==> config.mk <==
export PLATFORM = sky130hd
export DESIGN_NAME = imem_loader
export DESIGN_NICKNAME = d
export VERILOG_FILES = /design/src/rtl/imem_loader_pkg.sv /design/src/rtl/imem_loader_word_packer.sv /design/src/rtl/imem_loader.sv
export SDC_FILE = /design/constraint.sdc
export NUM_CORES = 1
export LEC_CHECK = 0
export ABC_CLOCK_PERIOD_IN_PS = 3400
export CORE_MARGIN = 3
export CORE_UTILIZATION = 50
export DETAILED_ROUTE_END_ITERATION = 10
export HOLD_SLACK_MARGIN = 0.12
export PLACE_DENSITY = 0.74
export RECOVER_POWER = 50
export SLEW_MARGIN = 20
export SYNTH_ARGS = -nofsm -noshare
export SYNTH_HDL_FRONTEND = slang
export SYNTH_SLANG_ARGS = --single-unit
==> constraint.sdc <==
create_clock -name clk -period 3.4 [get_ports clk]
set_clock_uncertainty 0.05 [all_clocks]
set_input_delay 0.34 -clock clk [delete_from_list [all_inputs] [get_ports clk]]
set_output_delay 0.34 -clock clk [all_outputs]
set_load 0.05 [all_outputs]
==> src/rtl/imem_loader_pkg.sv <==
// Shared types and constants for the instruction-memory loader.
// The CHK state exists only when LOADER_CHECKSUM_EN is defined.
package imem_loader_pkg;

    localparam int HDR_BYTES  = 2;
    localparam int WORD_BYTES = 4;

    // Opcode field of the halt instruction that test programs end with.
    localparam logic [5:0] HALT_OPCODE = 6'b111111;

    typedef enum logic [2:0] {
        S_IDLE,
        S_CNT_HI,
        S_CNT_LO,
        S_DATA,
`ifdef LOADER_CHECKSUM_EN
        S_CHK,
`endif
        S_DONE,
        S_ERR
    } state_e;

    // True while a frame is being received: bytes are accepted and the idle timer runs.
    function automatic logic is_loading(input state_e s);
        return !(s inside {S_IDLE, S_DONE, S_ERR});
    endfunction

endpackage

==> src/rtl/imem_loader_word_packer.sv <==
// Packs a big-endian byte stream into 32-bit words.
// word_valid_o is combinational and pulses on the byte that completes a word.
module imem_word_packer
    import imem_loader_pkg::*;
(
    input  logic        clk,
    input  logic        rst,
    input  logic        clear_i,
    input  logic        byte_stb_i,
    input  logic [7:0]  byte_i,
    output logic        word_valid_o,
    output logic [31:0] word_o
);

    logic [1:0]  cnt_q;
    logic [23:0] sr_q;

    assign word_valid_o = byte_stb_i && (cnt_q == 2'(WORD_BYTES - 1));
    assign word_o       = {sr_q, byte_i};

    always_ff @(posedge clk) begin
        if (rst || clear_i) begin
            cnt_q <= '0;
            sr_q  <= '0;
        end else if (byte_stb_i) begin
            cnt_q <= cnt_q + 2'd1;
            sr_q  <= {sr_q[15:0], byte_i};
        end
    end

endmodule

==> src/rtl/imem_loader.sv <==
// Instruction-memory loader: receives a counted byte frame, writes words from address 0,
// holds the core in reset until the load completes. Optional checksum: LOADER_CHECKSUM_EN.
module imem_loader
    import imem_loader_pkg::*;
#(
    parameter int          ADDR_W      = 10,
    parameter int unsigned TIMEOUT_CYC = 100000
) (
    input  logic              clk,
    input  logic              rst,
    input  logic              load_req,
    input  logic              in_valid,
    input  logic [7:0]        in_data,
    output logic              in_ready,
    output logic              imem_we,
    output logic [ADDR_W-1:0] imem_addr,
    output logic [31:0]       imem_wdata,
    output logic              core_rst,
    output logic              done,
    output logic              err
);

    localparam logic [16:0] DEPTH = 17'(1 << ADDR_W);
`ifdef LOADER_CHECKSUM_EN
    localparam state_e S_LAST = S_CHK;
`else
    localparam state_e S_LAST = S_DONE;
`endif

    state_e            state_q, state_d;
    logic              ready_q, we_q, core_rst_q, done_q, err_q;
    logic [ADDR_W-1:0] addr_q;
    logic [31:0]       wdata_q;
    logic [15:0]       cnt_q;
    logic [15:0]       idx_q;
    logic [31:0]       tmo_q;
`ifdef LOADER_CHECKSUM_EN
    logic [7:0]        chk_q;
`endif

    logic        xfer, start, active, byte_stb, word_valid;
    logic [31:0] word;
    logic [15:0] n_rx;

    assign xfer     = in_valid & ready_q;
    assign active   = is_loading(state_q);
    assign start    = load_req && !active;
    assign byte_stb = xfer && (state_q == S_DATA);
    assign n_rx     = {cnt_q[15:8], in_data};

    imem_word_packer u_packer (
        .clk          (clk),
        .rst          (rst),
        .clear_i      (start),
        .byte_stb_i   (byte_stb),
        .byte_i       (in_data),
        .word_valid_o (word_valid),
        .word_o       (word)
    );

    always_comb begin
        state_d = state_q;
        case (state_q)
            S_IDLE, S_DONE, S_ERR: if (load_req) state_d = S_CNT_HI;
            S_CNT_HI: if (xfer) state_d = S_CNT_LO;
            S_CNT_LO: begin
                if (xfer) begin
                    if ({1'b0, n_rx} > DEPTH) state_d = S_ERR;
                    else if (n_rx == 16'd0)   state_d = S_LAST;
                    else                      state_d = S_DATA;
                end
            end
            S_DATA: if (word_valid && (idx_q == cnt_q - 16'd1)) state_d = S_LAST;
`ifdef LOADER_CHECKSUM_EN
            S_CHK: if (xfer) state_d = (in_data == chk_q) ? S_DONE : S_ERR;
`endif
            default: state_d = S_IDLE;
        endcase
        // Without a transfer no loading state can advance, so the timeout never races a transition.
        if (TIMEOUT_CYC != 0 && active && !xfer && tmo_q == TIMEOUT_CYC - 1) state_d = S_ERR;
    end

    always_ff @(posedge clk) begin
        if (rst) begin
            state_q    <= S_IDLE;
            ready_q    <= 1'b0;
            we_q       <= 1'b0;
            addr_q     <= '0;
            wdata_q    <= '0;
            core_rst_q <= 1'b1;
            done_q     <= 1'b0;
            err_q      <= 1'b0;
            cnt_q      <= '0;
            idx_q      <= '0;
            tmo_q      <= '0;
`ifdef LOADER_CHECKSUM_EN
            chk_q      <= '0;
`endif
        end else begin
            state_q <= state_d;
            ready_q <= is_loading(state_d);
            we_q    <= 1'b0;

            if (start) begin
                core_rst_q <= 1'b1;
                done_q     <= 1'b0;
                err_q      <= 1'b0;
                cnt_q      <= '0;
                idx_q      <= '0;
                tmo_q      <= '0;
`ifdef LOADER_CHECKSUM_EN
                chk_q      <= '0;
`endif
            end else begin
                if (state_q == S_DONE) begin
                    done_q     <= 1'b1;
                    core_rst_q <= 1'b0;
                end
                if (state_q == S_ERR) err_q <= 1'b1;
            end

            if (xfer)        tmo_q <= '0;
            else if (active) tmo_q <= tmo_q + 32'd1;

            if (xfer && state_q == S_CNT_HI) cnt_q[15:8] <= in_data;
            if (xfer && state_q == S_CNT_LO) cnt_q[7:0]  <= in_data;

`ifdef LOADER_CHECKSUM_EN
            if (xfer && state_q != S_CHK) chk_q <= chk_q ^ in_data;
`endif

            if (word_valid) begin
                we_q    <= 1'b1;
                addr_q  <= idx_q[ADDR_W-1:0];
                wdata_q <= word;
                idx_q   <= idx_q + 16'd1;
            end
        end
    end

    assign in_ready   = ready_q;
    assign imem_we    = we_q;
    assign imem_addr  = addr_q;
    assign imem_wdata = wdata_q;
    assign core_rst   = core_rst_q;
    assign done       = done_q;
    assign err        = err_q;

endmodule

Word level (Yosys, flattened, before mapping)
Cells that the tools add are included.
W data, S select, Z words.
{"block": "word_totals", "regBits": 140, "in_bits": 12, "output_inout_bits": 47, "wordCells": 69}
{"block": "classes", "add_sub_neg": 4, "n_lt_le_gt_ge": 1, "eq_ne": 11, "muxes": 15, "bitwise_logic": 1, "n_reduce_logical": 23}
{"cell": "$mux W32", "count": 2}
{"cell": "$add A32 B1 Y32 const B", "count": 1}
{"cell": "$eq A32 B17 Y1 const B", "count": 1}
{"cell": "$mux W16", "count": 2}
{"cell": "$mux W3", "count": 7}
{"cell": "$add A16 B1 Y16 const B", "count": 1}
{"cell": "$eq A16 B16 Y1", "count": 1}
{"cell": "$gt A16 B11 Y1 const B", "count": 1}
{"cell": "$logic_not A16 Y1", "count": 1}
{"cell": "$mux W8", "count": 2}
{"cell": "$sub A16 B1 Y16 const B", "count": 1}
{"cell": "$eq A3 B3 Y1 const B", "count": 4}
{"cell": "$pmux W3 S4", "count": 1}
{"cell": "$logic_and A1 B1 Y1", "count": 8}
{"cell": "$eq A3 B2 Y1 const B", "count": 2}
{"cell": "$logic_not A3 Y1", "count": 2}
{"cell": "$reduce_bool A2 Y1", "count": 3}
{"cell": "$reduce_bool A3 Y1", "count": 2}
{"cell": "$reduce_or A2 Y1", "count": 2}
{"cell": "$eq A3 B1 Y1 const B", "count": 1}
{"cell": "$logic_not A1 Y1", "count": 3}
{"cell": "$reduce_or A3 Y1", "count": 1}
{"cell": "$add A2 B1 Y2 const B", "count": 1}
{"cell": "$eq A2 B2 Y1 const B", "count": 1}
{"cell": "4 further kinds", "count": 4}

Logic depth before layout (Yosys ltp)
{"block": "logic_depth", "ltp_word": 10, "mapped_depth": 9, "depth_no_buf": 8}

Cells and area by module
Synthesis repeated with hierarchy kept, for this count alone.
{"block": "unflattened", "hier_cells": 741, "hier_area_um2": 6492.5}
{"mod": "imem_loader", "n_inst": 1, "cells_per_inst": 646, "area_per_inst_um2": 5452.7, "seq_area_each_um2": 2282.2}
{"mod": "imem_word_packer", "n_inst": 1, "cells_per_inst": 95, "area_per_inst_um2": 1039.7, "seq_area_each_um2": 520.5}

Worst setup path before layout
No wires, ideal clock.
{"block": "synth_timing", "kind": "reg-to-reg", "start": "register cnt_q[4]", "end": "register state_q[1]", "setup_time_ns": 0.136, "t_arrival_ns": 2.289, "required_time_ns": 3.214, "path_slack_ns": 0.925, "stages_incl_launch_ff": 8, "n_path_buf": 1, "synth_period_minus_slack_ns": 2.475, "cell_sequence": "dfxtp_1 clkbuf_1 nor4_2 nand3b_1 xnor2_1 or4_1 nor4_1 o21ai_0"}
{"block": "synth_between", "elab_chain_len": 6}
{"item": "start, declared", "line_no": "imem_loader.sv:34", "rtl": "logic [15:0] cnt_q;"}
{"item": "start signal, assigned", "line_no": "imem_loader.sv:126", "rtl": "if (xfer && state_q == S_CNT_LO) cnt_q[7:0] <= in_data;"}
{"item": "$sub A16 B1 Y16", "line_no": "imem_loader.sv:73", "rtl": "S_DATA: if (word_valid && (idx_q == cnt_q - 16'd1)) state_d = S_LAST;"}
{"item": "$eq A16 B16 Y1", "line_no": "imem_loader.sv:73"}
{"item": "$logic_and A1 B1 Y1", "line_no": "imem_loader.sv:73"}
{"item": "$mux W3", "line_no": "imem_loader.sv:73"}
{"item": "$pmux W3 S4", "line_no": "imem_loader.sv:63", "rtl": "case (state_q)"}
{"item": "$mux W3", "line_no": "imem_loader.sv:80", "rtl": "if (TIMEOUT_CYC != 0 && active && !xfer && tmo_q == TIMEOUT_CYC - 1) state_d = S_ERR;"}
{"item": "end signal, assigned", "line_no": "imem_loader.sv:100", "rtl": "state_q <= state_d;"}
{"item": "end, declared", "line_no": "imem_loader.sv:30", "rtl": "state_e state_q, state_d;"}
Every way passes these cells.
A chain may end at the register's enable or synchronous reset.

Worst setup path after layout
{"block": "layout_timing", "start": "register state_q[2]", "end": "register u_packer.sr_q[14]"}
{"block": "layout_between", "elab_chain_len": 4, "elab_cells_between_ends": 8, "cone_classes": "eq/ne (3); reduce/logical (5)"}
{"item": "$eq A3 B3 Y1 or $logic_not A3 Y1 (tied branches)", "line_no": "imem_loader_pkg.sv:25", "rtl": "return !(s inside {S_IDLE, S_DONE, S_ERR});"}
{"item": "$reduce_bool A3 Y1", "line_no": "imem_loader_pkg.sv:25"}
{"item": "$logic_and A1 B1 Y1", "line_no": "imem_loader.sv:47", "rtl": "assign start = load_req && !active;"}
{"item": "$logic_or A1 B1 Y1", "line_no": "imem_loader_word_packer.sv:22", "rtl": "if (rst || clear_i) begin"}
{"item": "end signal, assigned", "line_no": "imem_loader_word_packer.sv:27", "rtl": "sr_q <= {sr_q[15:0], byte_i};"}
{"item": "end, declared", "line_no": "imem_loader_word_packer.sv:16", "rtl": "logic [23:0] sr_q;"}
Parallel ways exist; a longest one is shown, timed or not.

==> summary.md <==
| Metric | Value |
|---|---|
| Initial antenna violation count | `0` |
| Vias/cell | `5.89` |
| Total track usage | `a little under a quarter` |
| Syn Nets | `approximately 800` |
| Worst rel slew slack | `roughly 8.3%` |
| Startpoint types | `flip-flop` |
| Postcts setup bufs | `0` |
| Critical Path Most Common Cell | `nand2b_1` |
| RSZ-0062 raised after global routing | `false` |
| CP max stage cell | `clkbuf_1` |
| DRT iter0 DRCs | `roughly 460` |
| Status | `complete, no violations` |
| Bufs on Longest Clock Path | `2` |
| Worst Tran Pin Value | `around 1400 ps` |
| Fin util | `a little under two thirds` |
| Post-route DRC | `0` |
| Post-Syn Area | `6150 µm²` |
| Vias in the first global route | `roughly 5300` |
| Slowest stage delay, CP | `~1000 ps` |
| Die Area | `about 14000 µm²` |
| Crit-path cells | `nand2b_1 > nand3_1 > nand2b_1 > clkbuf_1 > a21oi_1` |
| Register bit total from synthesis | `140` |
| Post-cts resize count | `0` |
| CP Class | `flip-flop to flip-flop` |
| EDFF count, synth | `0` |
| Starting Density | `between 50% and 60%` |
| Final period util | `between 80 and 90%` |
| Max-cap violations | `0` |
| Placer Congestion | `0.941` |
| Syn avg cell area | `between 7 and 8 µm²` |
| H-tree Lvls | `4` |
| R2R Setup Slk | `a little under 600 ps` |
| Hold buffer count at CTS | `0` |
| Non-Filler Instances | `between 900 and 1000` |
| Synth Instances | `around 770` |
| Leakage | `approximately 2.6 nW` |
| Pre-antenna DRT Iters | `5` |
| Share of cells above drive strength 1 | `7.00%` |
| Aggregate global routing overflow | `0` |
| Wl on met1 | `approximately 7 mm` |
| Port-buffer cells | `between 50 and 60` |
| CP arrival | `2990 ps` |
| Clock buffer count from CTS | `17` |
| Slack of the critical path | `approximately 590 ps` |
| Uppermost routed layer | `met4` |
| Root Driver | `clkbuf_16` |
| Nets | `831` |
| Peak VDD IR | `0.000332 V` |
| Setup_tns | `0 ps` |
| Hold Fails Final Rpt | `0` |
| Max Slew Vio Count | `0` |
| Synth cell types | `55` |
| Multi-input gate area | `3140 µm²` |
| Filler cells | `between 1000 and 1500` |
| Drt wl/cell | `roughly 16 µm` |
| Setup crit end kind | `flip-flop` |
| Clock Pin Slew Worst Setup and Hold Paths | `60 ps` |
| CP Max Fanout | `29` |
| DRT antenna net count | `0` |
| Die Y | `between 100 and 150 µm` |
| Final min period | `2810 ps` |
| Main synth FF type | `dfxtp_1` |
| Post-route cell area | `roughly 7400 µm²` |
| Met3 WL | `around 750 µm` |
| Pre-CTS setup slack | `between 600 and 700 ps` |
| Commonest cells after routing, fill and taps aside | `nand2_1, dfxtp_1, a21oi_1` |
| Post-synth ARST share | `0%` |
| Leading cell type in the layout, fill and taps excluded | `nand2_1` |
| Placed Area | `around 6800 µm²` |
| Io pins | `around 60` |
| Met2 WL | `just over 7 mm` |
| Routed wire length | `15.3 mm` |
| Post-DP HPWL | `around 11 mm` |
| Core footprint | `between 10000 and 15000 µm²` |
| Largest net degree at the start of global routing | `53` |
| Placed insts | `~940` |
| CTS Sinks | `between 100 and 150` |
| Clk Latency, worst-skew pair | `between 400 and 500 ps` |
| Cell area power density | `just over 500 nW/µm²` |
| Critical path required time | `about 3600 ps` |
| Highest Clock Rate | `about 360 MHz` |
| Sequential area share after synthesis | `approximately 46%` |
| Number of inserted diodes | `0` |
| Yosys Warn Count | `0` |
| Vias | `approximately 5700` |
| Cell row count | `39` |
| Reg area | `about 2800 µm²` |
| Global-route wire length before repair | `25.6 mm` |
| TritonCTS clock tree | `yes` |
| Final setup fails | `0` |
| Layout area overhead | `20.9%` |
| Chip width | `117 µm` |
| Worst hold path type | `input port to flip-flop` |
[registers in the layout, summed over array words and instances (netlist names)]
register        count
imem_addr          10
state_q             3
core_rst            1
imem_we             1
cnt_q              16
done                1
tmo_q              32
idx_q              16
err                 1
in_ready            1
imem_wdata         32
u_packer.sr_q      24
u_packer.cnt_q      2
[cells in the mapped netlist (2+ instances only)]
cell	n	area (µm²)
nand3_1	28	140
a211o_1	2	17.5
nor3_1	10	50.1
buf_2	3	15.0
nor2_1	70	263
and3_1	8	50.1
xor2_1	14	123
or4_1	7	52.6
xnor2_1	16	140
o311ai_0	3	26.3
nand2b_1	5	31.3
dfxtp_1	140	2800
nand2_1	181	679
a211oi_1	4	30.0
clkbuf_1	36	135
a22oi_1	17	128
inv_1	9	33.8
and3b_1	2	17.5
ha_1	4	50.1
nor4b_1	3	26.3
a311oi_1	2	17.5
o21a_1	2	15.0
nor2b_1	2	12.5
o31ai_1	6	45.0
or2_2	4	25.0
nand3b_1	4	30.0
nand4_1	13	81.3
mux2_2	10	113
o211ai_1	15	113
buf_1	4	15.0
or3_1	15	93.8
a31oi_1	4	25.0
nor4_1	9	56.3
a21oi_1	92	460
nor3b_1	3	22.5
o21ai_0	6	30.0
and4_1	2	17.5
[kinds of logic (layout without fill, tap and decap cells)]
group	after synthesis	after routing	share of synthesized area, %
flops	140	140	45.6
mux	11	11	1.99
compound gates	161	161	16.0
fa+ha+maj	4	4	0.814
buf+inv	54	109	3.42
xor+xnor	30	30	4.27
simple gates	373	373	28.0
[where the power goes]
| part | switching, mW | leakage (nW) | internal [mW] |
|---|---|---|---|
| combinational | 0.127 | 1.16 | 0.0545 |
| sequential | 0.0154 | 1.13 | 1.65 |
| clock | 0.683 | 0.317 | 1.34 |
| total | 0.825 | 2.61 | 3.04 |
[per-layer routing]
metal,track usage (%),up-vias
li1,-,2782
met1,31.0,2738
met2,37.4,167
met3,5.30,30
met4,8.87,0
met5,0,-
[worst max-delay path, delay by kind of cell, from the launching register on]
family	cells	cell delay [ps]
DFF	1	430
and+or+nand+nor	3	1000
AOI/OAI and AO/OA	1	100
buffers and inverters	1	1020
[area by class of cell]
cell class	count	share of cell area, %
Timing Repair Buffer	67	8.46
Clock inverter	11	2.56
Sequential cell	140	37.7
Inverter	10	0.505
Multi-Input combinational cell	579	42.2
Tap cell	143	2.41
Clock buffer	21	6.19
[per-stage QoR]
stage	hold WS [ps]	power (mW)
after floorplan	382	1.82
after CTS	347	3.90
after global placement	393	1.88
final	332	3.87
after global routing	375	3.98
after detailed placement	396	1.88
[path summary, 6_finish.rpt]
kind / start / endpoint / depth (start not counted)
worst min register to register: imem_wdata[19]$_SDFFE_PP0P_ / imem_wdata[19]$_SDFFE_PP0P_ / 2
worst max-delay path: state_q[2]$_SDFF_PP0_ / u_packer.sr_q[14]$_SDFFE_PP0P_ / 5
worst max register to register: state_q[2]$_SDFF_PP0_ / u_packer.sr_q[14]$_SDFFE_PP0P_ / 5
worst min-delay path: rst / imem_we$_SDFF_PP0_ / 2
Note: power is estimated with default switching activity, not from simulation.
